<file path="src/rtl/rsa_probe_pkg.sv">
// Shared definitions for the RSA timing probe: controller state encoding and
// default sizing of the latency counter, trial counter and timeout.
package rsa_probe_pkg;

   typedef enum logic [2:0] {
      ST_IDLE   = 3'd0,
      ST_LAUNCH = 3'd1,
      ST_WAIT   = 3'd2,
      ST_GAP    = 3'd3,
      ST_DONE   = 3'd4
   } state_t;

   localparam int WIDTH_DEF    = 8;
   localparam int CNT_W_DEF    = 16;
   localparam int TRIALS_W_DEF = 8;
   localparam int TIMEOUT_DEF  = 65535;

endpackage

</file>
<file path="src/rtl/rsa_timing_probe_stats.sv">
// Batch latency accumulator: min / max / sum of per-trial latencies and the
// number of trials whose decrypted message did not match.
module rsa_lat_stats #(
   parameter int CNT_W    = 16,
   parameter int TRIALS_W = 8
) (
   input  logic                      clk,
   input  logic                      rst,
   input  logic                      clear,
   input  logic                      update,
   input  logic [CNT_W-1:0]          lat,
   input  logic                      mismatch,
   output logic [CNT_W-1:0]          min_o,
   output logic [CNT_W-1:0]          max_o,
   output logic [CNT_W+TRIALS_W-1:0] sum_o,
   output logic [TRIALS_W-1:0]       errors_o
);

   logic [CNT_W-1:0]          min_q, min_d;
   logic [CNT_W-1:0]          max_q, max_d;
   logic [CNT_W+TRIALS_W-1:0] sum_q, sum_d;
   logic [TRIALS_W-1:0]       errors_q, errors_d;

   // Clear to the empty-batch values or fold in one finished trial.
   always_comb begin
      min_d    = min_q;
      max_d    = max_q;
      sum_d    = sum_q;
      errors_d = errors_q;
      if (clear) begin
         min_d    = '1;
         max_d    = '0;
         sum_d    = '0;
         errors_d = '0;
      end else if (update) begin
         min_d    = (lat < min_q) ? lat : min_q;
         max_d    = (lat > max_q) ? lat : max_q;
         sum_d    = sum_q + {{TRIALS_W{1'b0}}, lat};
         errors_d = errors_q + TRIALS_W'(mismatch);
      end
   end

   // Statistic registers; min resets to all-ones so the first trial always wins.
   always_ff @(posedge clk) begin
      if (rst) begin
         min_q    <= '1;
         max_q    <= '0;
         sum_q    <= '0;
         errors_q <= '0;
      end else begin
         min_q    <= min_d;
         max_q    <= max_d;
         sum_q    <= sum_d;
         errors_q <= errors_d;
      end
   end

   assign min_o    = min_q;
   assign max_o    = max_q;
   assign sum_o    = sum_q;
   assign errors_o = errors_q;

endmodule

</file>
<file path="src/rtl/rsa_timing_probe.sv">
// Drives a batch of RSA trials (start pulse + message base+k), measures the
// cycles until each finish pulse, and returns batch statistics over a
// valid/ready handshake. Aborts the batch if a trial exceeds TIMEOUT cycles.
module rsa_timing_probe
   import rsa_probe_pkg::*;
#(
   parameter int WIDTH    = WIDTH_DEF,
   parameter int CNT_W    = CNT_W_DEF,
   parameter int TRIALS_W = TRIALS_W_DEF,
   parameter int TIMEOUT  = TIMEOUT_DEF
) (
   input  logic                      clk,
   input  logic                      rst,
   input  logic                      cmd_valid,
   output logic                      cmd_ready,
   input  logic [2*WIDTH-1:0]        cmd_m,
   input  logic [TRIALS_W-1:0]       cmd_trials,
   output logic                      rsa_start,
   output logic [2*WIDTH-1:0]        rsa_m,
   input  logic [2*WIDTH-1:0]        rsa_m_decrypted,
   input  logic                      rsa_finish,
   output logic                      res_valid,
   input  logic                      res_ready,
   output logic [CNT_W-1:0]          res_last,
   output logic [CNT_W-1:0]          res_min,
   output logic [CNT_W-1:0]          res_max,
   output logic [CNT_W+TRIALS_W-1:0] res_sum,
   output logic [TRIALS_W-1:0]       res_errors,
   output logic                      res_timeout
);

   localparam int               MW  = 2 * WIDTH;
   localparam logic [CNT_W-1:0] TMO = CNT_W'(TIMEOUT);

   state_t              state_q, state_d;
   logic [MW-1:0]       base_q, base_d;
   logic [MW-1:0]       m_q, m_d;
   logic [TRIALS_W-1:0] trials_q, trials_d;
   logic [TRIALS_W-1:0] k_q, k_d;
   logic [CNT_W-1:0]    cnt_q, cnt_d;
   logic [CNT_W-1:0]    last_q, last_d;
   logic                timeout_q, timeout_d;

   logic                stats_clear;
   logic                stats_update;
   logic [CNT_W-1:0]    lat;
   logic                mismatch;
   logic [TRIALS_W:0]   k_inc;

   function automatic logic [CNT_W-1:0] sat_inc(input logic [CNT_W-1:0] v);
      return (v == {CNT_W{1'b1}}) ? v : v + 1'b1;
   endfunction

   assign lat      = sat_inc(cnt_q);
   assign mismatch = (rsa_m_decrypted != m_q);
   assign k_inc    = {1'b0, k_q} + 1'b1;

   // Next-state and datapath control for the batch sequencer.
   always_comb begin
      state_d      = state_q;
      base_d       = base_q;
      m_d          = m_q;
      trials_d     = trials_q;
      k_d          = k_q;
      cnt_d        = cnt_q;
      last_d       = last_q;
      timeout_d    = timeout_q;
      stats_clear  = 1'b0;
      stats_update = 1'b0;
      unique case (state_q)
         ST_IDLE: begin
            if (cmd_valid) begin
               base_d      = cmd_m;
               m_d         = cmd_m;
               trials_d    = (cmd_trials == '0) ? TRIALS_W'(1) : cmd_trials;
               k_d         = '0;
               last_d      = '0;
               timeout_d   = 1'b0;
               stats_clear = 1'b1;
               state_d     = ST_LAUNCH;
            end
         end
         ST_LAUNCH: begin
            cnt_d   = '0;
            state_d = ST_WAIT;
         end
         ST_WAIT: begin
            // A finish on the timeout cycle still counts as a finish.
            if (rsa_finish) begin
               stats_update = 1'b1;
               last_d       = lat;
               k_d          = k_inc[TRIALS_W-1:0];
               if (k_inc < {1'b0, trials_q}) begin
                  m_d     = base_q + MW'(k_inc);
                  state_d = ST_GAP;
               end else begin
                  state_d = ST_DONE;
               end
            end else if (cnt_q == TMO) begin
               timeout_d = 1'b1;
               last_d    = cnt_q;
               state_d   = ST_DONE;
            end else begin
               cnt_d = sat_inc(cnt_q);
            end
         end
         ST_GAP: begin
            state_d = ST_LAUNCH;
         end
         ST_DONE: begin
            if (res_ready) begin
               state_d = ST_IDLE;
            end
         end
         default: begin
            state_d = ST_IDLE;
         end
      endcase
   end

   // State and trial registers; reset abandons any batch in flight.
   always_ff @(posedge clk) begin
      if (rst) begin
         state_q   <= ST_IDLE;
         base_q    <= '0;
         m_q       <= '0;
         trials_q  <= TRIALS_W'(1);
         k_q       <= '0;
         cnt_q     <= '0;
         last_q    <= '0;
         timeout_q <= 1'b0;
      end else begin
         state_q   <= state_d;
         base_q    <= base_d;
         m_q       <= m_d;
         trials_q  <= trials_d;
         k_q       <= k_d;
         cnt_q     <= cnt_d;
         last_q    <= last_d;
         timeout_q <= timeout_d;
      end
   end

   rsa_lat_stats #(
      .CNT_W    (CNT_W),
      .TRIALS_W (TRIALS_W)
   ) u_stats (
      .clk      (clk),
      .rst      (rst),
      .clear    (stats_clear),
      .update   (stats_update),
      .lat      (lat),
      .mismatch (mismatch),
      .min_o    (res_min),
      .max_o    (res_max),
      .sum_o    (res_sum),
      .errors_o (res_errors)
   );

   assign cmd_ready   = (state_q == ST_IDLE);
   assign rsa_start   = (state_q == ST_LAUNCH);
   assign rsa_m       = m_q;
   assign res_valid   = (state_q == ST_DONE);
   assign res_last    = last_q;
   assign res_timeout = timeout_q;

endmodule

</file>
<file path="config.mk">
export PLATFORM = sky130hd
export DESIGN_NAME = rsa_timing_probe
export DESIGN_NICKNAME = d
export VERILOG_FILES = /design/src/rtl/rsa_probe_pkg.sv /design/src/rtl/rsa_timing_probe_stats.sv /design/src/rtl/rsa_timing_probe.sv
export SDC_FILE = /design/constraint.sdc
export NUM_CORES = 1
export LEC_CHECK = 0
export BUFFER_PORTS_ARGS = -buffer_cell sky130_fd_sc_hd__buf_4
export CORE_ASPECT_RATIO = 1.4
export CORE_MARGIN = 2
export CORE_UTILIZATION = 52
export CTS_BUF_LIST = sky130_fd_sc_hd__clkbuf_16
export CTS_CLUSTER_DIAMETER = 40
export DETAILED_ROUTE_END_ITERATION = 8
export PLACE_DENSITY_LB_ADDON = 0.08
export SKIP_CTS_REPAIR_TIMING = 1
export SLEW_MARGIN = 20
export SYNTH_ARGS = -nofsm -noshare
export SYNTH_HDL_FRONTEND = slang
export SYNTH_HIERARCHICAL = 1
export SYNTH_SLANG_ARGS = --single-unit
</file>
<file path="constraint.sdc">
create_clock -name clk -period 3.35 [get_ports clk]
set_clock_uncertainty 0.1 [all_clocks]
set_input_delay 0.67 -clock clk [delete_from_list [all_inputs] [get_ports clk]]
set_output_delay 0.67 -clock clk [all_outputs]
set_load 0.1 [all_outputs]
</file>
# ---- After elaboration in Yosys (flattened, before gate mapping)
# Index checks and enable logic that the tools add are counted.
# Widths: inputs -> output; s select.
dict set report word_totals {
  regBits 148
  input_bits 45
}
dict set report classes {
  n_addsub 5
  n_lt_le_gt_ge 3
  n_eq_ne 13
  n_mux 29
  n_reduce_logical 14
}
# cell count
set ops {}
lappend ops {{$mux 16} 8}
lappend ops {{$pmux 16 s2} 3}
lappend ops {{$add 24x16->24} 1}
lappend ops {{$mux 8} 3}
lappend ops {{$add 16x1->16 const B} 1}
lappend ops {{$add 16x9->16} 1}
lappend ops {{$eq 16x16->1 const B} 1}
lappend ops {{$gt 16x16->1} 1}
lappend ops {{$lt 16x16->1} 1}
lappend ops {{$ne 16x16->1} 1}
lappend ops {{$pmux 8 s2} 1}
lappend ops {{$mux 3} 5}
lappend ops {{$pmux 3 s5} 1}
lappend ops {{$ne 2x2->1 const B} 5}
lappend ops {{$add 8x1->9 const B} 1}
lappend ops {{$lt 9x8->1} 1}
lappend ops {{$reduce_and 3->1} 3}
lappend ops {{$add 8x1->8} 1}
lappend ops {{$logic_not 8->1} 1}
lappend ops {{$reduce_and 2->1} 4}
lappend ops {{$reduce_and 4->1} 2}
lappend ops {{$mux 1} 7}
lappend ops {{$eq 3x2->1 const B} 2}
lappend ops {{$reduce_bool 2->1} 2}
lappend ops {{other kinds (7)} 7}

# ---- Logic depth before layout (Yosys ltp)
# Gate-level depths: netlist (run 1).
dict set report logic_depth {
  word_depth 5
  mapped_depth 17
  mapped_depth_nobuf 14
}

# ---- Cells and area by module
# Netlist (run 1), hierarchy kept.
# module instances cells_each area_per_inst_um2 seq_area_each_um2
set by_module_without_submodules {}
lappend by_module_without_submodules {rsa_timing_probe 1 588 4936.0 1681.6}
lappend by_module_without_submodules {rsa_lat_stats 1 513 4196.5 1281.2}

# ---- Least setup slack after synthesis (run 1)
# OpenSTA, ideal clock, no wires.
dict set report synth_path {
  path_kind {register to register}
  start {register cnt_q[0]}
  end {register u_stats.sum_q[14] (netlist: u_stats/sum_o[14])}
  setup_time_ns 0.116
  t_arrival_ns 3.425
  t_required_ns 3.134
  path_slack_ns -0.291
  path_stages_with_launch 14
  n_path_buf 1
  cell_sequence {dfxtp_1 -> ha_1 -> and4_4 -> and3_1 -> buf_4 -> nand2_4 -> mux2_4 -> fa_1 -> a211oi_2 -> nor4_2 -> o31ai_2 -> a21oi_1 -> or3_1 -> a31o_1}
}
dict set report synth_between {
  elab_chain_cells 3
  elab_cells_between_ends 4
  classes_between {2 x add/sub; 1 x eq/ne; 1 x mux}
}
# item line_no
set synth_rtl {}
lappend synth_rtl {{start, declared} rsa_timing_probe.sv:40} ;# logic [CNT_W-1:0] cnt_q, cnt_d;
lappend synth_rtl {{start signal, assigned} rsa_timing_probe.sv:138} ;# cnt_q <= cnt_d;
lappend synth_rtl {{$add 16x1->16 / $eq 16x16->1 (equally long branches)} rsa_timing_probe.sv:51} ;# return (v == {CNT_W{1'b1}}) ? v : v + 1'b1;
lappend synth_rtl {{$mux 16 (*)} -}
lappend synth_rtl {{via lat[1]} rsa_timing_probe.sv:46} ;# logic [CNT_W-1:0] lat;
lappend synth_rtl {{$add 24x16->24 (*)} rsa_timing_probe_stats.sv:38} ;# sum_d = sum_q + {{TRIALS_W{1'b0}}, lat};
lappend synth_rtl {{end signal, assigned} rsa_timing_probe_stats.sv:53} ;# sum_q <= sum_d;
lappend synth_rtl {{end, declared} rsa_timing_probe_stats.sv:21} ;# logic [CNT_W+TRIALS_W-1:0] sum_q, sum_d;
# The timed path passes the listed nets; every way through them passes the cells marked *.
# A chain may end at the register's enable or synchronous reset.

# ---- Worst setup path after layout (run 1)
dict set report layout_path {
  start {register cnt_q[1]}
  end {register u_stats.max_q[14] (netlist: u_stats/max_o[14])}
}
dict set report layout_between {
  elab_chain_cells 4
  elab_cells_between_ends 5
  classes_between {1 x add/sub; 1 x order compare; 1 x eq/ne; 1 x mux; 1 x reduce/logical}
}
# item line_no
set layout_rtl {}
lappend layout_rtl {{$add 16x1->16 / $eq 16x16->1 (equally long branches)} rsa_timing_probe.sv:51}
lappend layout_rtl {{$mux 16 (*)} -}
lappend layout_rtl {{via lat[11]} rsa_timing_probe.sv:46}
lappend layout_rtl {{$gt 16x16->1 (*)} rsa_timing_probe_stats.sv:37} ;# max_d = (lat > max_q) ? lat : max_q;
lappend layout_rtl {{$reduce_and 2->1 (no source line) (*)} -}
lappend layout_rtl {{end signal, assigned} rsa_timing_probe_stats.sv:52} ;# max_q <= max_d;
lappend layout_rtl {{end, declared} rsa_timing_probe_stats.sv:20} ;# logic [CNT_W-1:0] max_q, max_d;
# Marked as above.

==> results.ini, run 1 <==
[grt]
grt_max_degree=34
antenna_found_initial=0
grt_pass1_vias=8891
grt.overflow.total=0
grtUsageTotal=0.304
grt_pass1_wl_mm=44.6

[cts]
clock_latency_ps=430
clock_sink_count=148
cts_buffer_depth=2
cts_root_buffer=clkbuf_16
htreeDepth=4
cts_buffers=17
clk_pin_slew_ps=60
cts_tree=done

[yosys]
netlist_area_um2=9130
synth_top_family_by_area=compound AO/OA/AOI/OAI gates
yosys_most_used_dff=dfxtp_1
synth_simple_gate_area_frac=0.220
synth.mux.area_fraction=0.0186
ys_async_sr_fraction=0
ys_types=100
synth_xor_area_frac=0.0489
synth_edf_count=0
synth_warnings=6
ys_seq_area_frac=0.324
synth_nets=1215
syn_inst=1101
synth_compound_area_frac=0.234
ys_ff_latch=148
synth_fa_ha_area_frac=0.0962
avgSynthCellArea_um2=8.29

[place]
placed_cell_area_um2=11200
numPortBuffers=144
dp.cells=1557
globalplace.congestion=0.917
dp_hpwl_mm=21.4

[floorplan]
dieHeight_um=161
chipWidth_um=116
num_io_pins=145
fp-row-count=57
initial_utilization=0.529
core-area_um2=17300
die-area_um2=18700

[timing]
rsz0062_at_grt=true
fin_ws_ps=-36.1
finalSetupTns_ps=-164
period_minus_slack_ps=3390
hold_viol=0
fin_crit_sh=1.01
report.final.slew_viol_count=0
setup_viol=9
fmax_ghz=0.295
worst_slew_pin_slew_ps=947
slew_headroom=0.367

[worst_setup_path]
cp-startpoint=cnt_q[1]
r2r_slack_ps=-40
endpoint_kind=register
worstPathMaxFanout=8
crit_arrival_ps=3650
r2r-start=cnt_q[1]
required_ps=3610
rr_endpoint=u_stats/max_o[14]
worst_r2r_path_depth=16
crit_end=u_stats/max_o[14]
critPathLaunchType=register
path_class=register to register

[detailed_routing]
wl_per_cell_um=18.8
drtPass1Iterations=5
ant_nets=0
drc_errors=0
vias=9577
drt_iter0_markers=889
routed_wl_mm=30.3
viasPerCell=5.94

[layout]
antenna_cells=0
design_area_um2=12600
post-route-util=0.730
drive_above_1_share=0.334
fin_nets=1477
final_cell_mix=287 x buf_4, 144 x dfxtp_1, 100 x a21oi_1, 95 x nand2_1, 73 x nor2_1
num-fill-cells=1398
area_delta_synth_final_pct=38.0
stdcell_count=1612
layout_commonest_cell=buf_4

[status]
violations=negative setup slack
outcome=finished, violations left

[pwr]
powerDensity_nw_per_um2=478
peakVddDrop_v=0.000395
total_leakage_power_nw=5.66

[hold_path]
min_from=trials_q[1]
hold_class=register to register

[job]
cap_violations=0

-- cells in the mapped netlist, types with 10 or more instances --
cell,instances,area (µm²)
nand4_1,20,125
or3_1,12,75.1
ha_1,67,838
nand3_1,73,365
mux2i_1,14,140
clkbuf_1,29,109
a21oi_1,115,576
a31oi_1,10,62.6
and3_1,13,81.3
nor3_1,14,70.1
nor2_1,75,282
o21ai_1,13,65.1
o211ai_1,13,97.6
inv_1,56,210
nand2_1,96,360
a21o_1,18,135
xor2_1,39,342
xnor2_1,12,105
a211oi_1,14,105
dfxtp_1,148,2960
o21ai_0,62,310
-- per-layer routing --
metal	up-vias	wire length, µm	track usage
li1	4541	-	-
met1	4522	11500	0.349
met2	416	15600	0.533
met3	98	1700	0.0521
met4	0	1470	0.155
met5	-	0	0
-- metrics by stage --
step	hold WS (ps)	total power (W)	worst slack [ps]
floorplan	336	0.00345	-139
global placement	345	0.00393	-42.8
detailed placement	347	0.00395	-165
CTS	355	0.00599	-195
global route	383	0.00624	-183
finish	354	0.00603	-36.1
-- worst max-delay path, stage by stage (launching register included) --
cell and delay (ps):
dfxtp_4 360, ha_4 130, and4_4 240, nand3_4 120
nor2_8 130, buf_12 120, nor4_4 40, xor2_1 160
buf_4 200, ha_4 290, nand4_1 150, nor4_2 340
a21bo_2 300, buf_6 140, o2111ai_4 200, nand3_2 140
a21oi_2 160
-- flip-flops by register name, summed over array words and instances (netlist names) --
| signal | flops |
|---|---|
| base_q | 16 |
| cnt_q | 16 |
| k_q | 8 |
| res_last | 16 |
| res_timeout | 1 |
| rsa_m | 16 |
| state_q | 3 |
| trials_q | 8 |
| u_stats/errors_o | 8 |
| u_stats/max_o | 16 |
| u_stats/min_o | 16 |
| u_stats/sum_o | 24 |
-- how the worst min path moves through the flow --
| stage | to | cells past startpoint | slack, ps |
|---|---|---|---|
| 6_report | trials_q[1] | 2 | 350 |
| 3_5_place_dp | trials_q[1] | 2 | 350 |
| 2_1_floorplan | trials_q[1] | 2 | 340 |
| 4_1_cts | trials_q[1] | 2 | 360 |
| 5_1_grt | trials_q[7] | 2 | 380 |
| 3_3_place_gp | trials_q[1] | 2 | 340 |
-- logic make-up after synthesis --
logic type	after synthesis
and+or+nand+nor	374
adders and majority gates	69
buffers and inverters	113
DFF	148
xor gates and xnor gates	51
muxes	16
AOI/OAI and AO/OA	330
-- power breakdown --
part | switching [W] | internal (W) | leakage [nW]
clock network | 0.000811 | 0.00125 | 0.292
registers | 0.000136 | 0.00190 | 1.21
logic | 0.00141 | 0.000518 | 4.16
total | 0.00236 | 0.00367 | 5.66
-- area by class of cell --
class                           instances  area (µm²)  share of cell area
Clock inverter                         15         204              0.0162
Clock buffer                           17         425              0.0337
Multi-Input combinational cell        842        6210               0.493
Inverter                               58         218              0.0173
Tap cell                              236         295              0.0234
Sequential cell                       148        2970               0.236
Timing Repair Buffer                  296        2280               0.181
(Power assumes the default switching activity.)
==> run 2, diff against run 1 <==
--- a/config.mk
+++ b/config.mk
@@ -12,7 +12,7 @@
 export CTS_BUF_LIST = sky130_fd_sc_hd__clkbuf_16
 export CTS_CLUSTER_DIAMETER = 40
 export DETAILED_ROUTE_END_ITERATION = 8
-export PLACE_DENSITY_LB_ADDON = 0.08
+export PLACE_DENSITY = 0.77
 export SKIP_CTS_REPAIR_TIMING = 1
 export SLEW_MARGIN = 20
 export SYNTH_ARGS = -nofsm -noshare
==> run 2 against run 1 <==
The flow still finishes with violations (negative setup slack); total power is 2.1% lower; sequential power about the same; utilization fell by 1.1 points; fmax shrank 1.5%; design area fell by 1.5%; critical path type unchanged; critical endpoint is now u_stats/max_o[12]; largest power group is now registers; highest routed layer unchanged.
==> results.ini, run 2 (synthesis results as in run 1) <==
[status]
outcome=finished, violations left
violations=negative setup slack

[grt]
grtUsageTotal=0.300
grt_pass1_vias=8900
grt.overflow.total=0
grt_max_degree=43
grt_pass1_wl_mm=44.2
antenna_found_initial=0

[timing]
worst_slew_pin_slew_ps=743
fin_ws_ps=-88.0
fin_crit_sh=1.03
report.final.slew_viol_count=0
finalSetupTns_ps=-760
setup_viol=16
fmax_ghz=0.291
period_minus_slack_ps=3440
hold_viol=0
rsz0062_at_grt=true
slew_headroom=0.504

[worst_setup_path]
crit_chain=ha_4 -> and4_4 -> nand3_4 -> nor2_8 -> nor4_4 -> xor2_1 -> buf_4 -> ha_4 -> nand4_1 -> nor4_2 -> nand4_1 -> nand2_1 -> buf_12 -> o21ai_1 -> a21oi_1
path_class=register to register
cpMaxStageDelayCell=nor4_2
endpoint_kind=register
r2r-start=cnt_q[0]
crit_arrival_ps=3700
worstPathMaxFanout=15
critPathLaunchType=register
required_ps=3610
max_stage_delay_ps=380
cpLargestDelayFamily=simple AND/OR/NAND/NOR gates
cp-startpoint=cnt_q[0]
cp_num_buf_inv=2

[pwr]
peakVddDrop_v=0.000526
powerDensity_nw_per_um2=475
total_leakage_power_nw=5.58

[floorplan]
die-area_um2=18700
initial_utilization=0.529
core-area_um2=17300
num_io_pins=145
dieHeight_um=161
fp-row-count=57
chipWidth_um=116

[detailed_routing]
ant_nets=0
drt_iter0_markers=844
routed_wl_mm=30.2
drtPass1Iterations=7
viasPerCell=6.02
wl_per_cell_um=19.0
drc_errors=0
vias=9571

[layout]
post-route-util=0.720
antenna_cells=0
area_delta_synth_final_pct=36.0
largest_reg_flops=24
design_area_um2=12400
drive_above_1_share=0.319
stdcell_count=1589
layout_commonest_cell=buf_4
final_cell_mix=266 x buf_4, 141 x dfxtp_1, 103 x a21oi_1, 94 x nand2_1, 73 x nor2_1
fin_nets=1454

[cts]
cts_root_buffer=clkbuf_16
clock_sink_count=148
clock_latency_ps=430
cts_tree=done
cts_buffer_depth=2
htreeDepth=4
cts_buffers=17
clk_pin_slew_ps=60

[hold_path]
min_from=trials_q[4]
hold_class=register to register

[place]
numPortBuffers=144
dp_hpwl_mm=20.8
placed_cell_area_um2=11100
place_ws_ps=-196
globalplace.congestion=0.948
dp.cells=1539

[job]
cap_violations=0

run 2: cell type report:
| cell class | count | area [µm²] |
|---|---|---|
| Tap cell | 236 | 295 |
| Timing Repair Buffer | 274 | 2130 |
| Fill cell | 1293 | 4840 |
| Clock inverter | 14 | 143 |
| Sequential cell | 148 | 2980 |
| Multi-Input combinational cell | 841 | 6210 |
| Clock buffer | 18 | 450 |
| Inverter | 58 | 218 |
run 2: worst paths after layout:
kind | end | slack (ps) | cells after the start
hold reg to reg | trials_q[4] | 360 | 2
setup / recovery | u_stats/max_o[12] | -90 | 15
setup reg to reg | u_stats/max_o[12] | -90 | 15
hold / removal | trials_q[4] | 360 | 2
run 2: metrics by stage:
stage	hold slack, ps	total power [W]
6_report	358	0.00590
5_1_grt	381	0.00610
4_1_cts	357	0.00585
3_5_place_dp	349	0.00391
3_3_place_gp	345	0.00389
2_1_floorplan	336	0.00345
run 2: report_power, final:
group,switching (W),leakage [nW],internal (W)
clock,0.000761,0.299,0.00119
combinational,0.00140,4.08,0.000498
sequential,0.000145,1.21,0.00190
run 2: layer usage:
metal,wire (µm),global-route usage,part of all wire
met1,11200,0.350,0.37
met2,15500,0.516,0.51
met3,2050,0.0532,0.068
met4,1400,0.157,0.046
met5,0,0,0
run 2: worst reg2reg max path: cells and delay by family (launching register included):
family	cells	cell delay (ps)
AOI/OAI and AO/OA	2	270
xor gates and xnor gates	1	160
adders and majority gates	2	410
buffers and inverters	2	390
DFF	1	360
and+or+nand+nor	8	1670
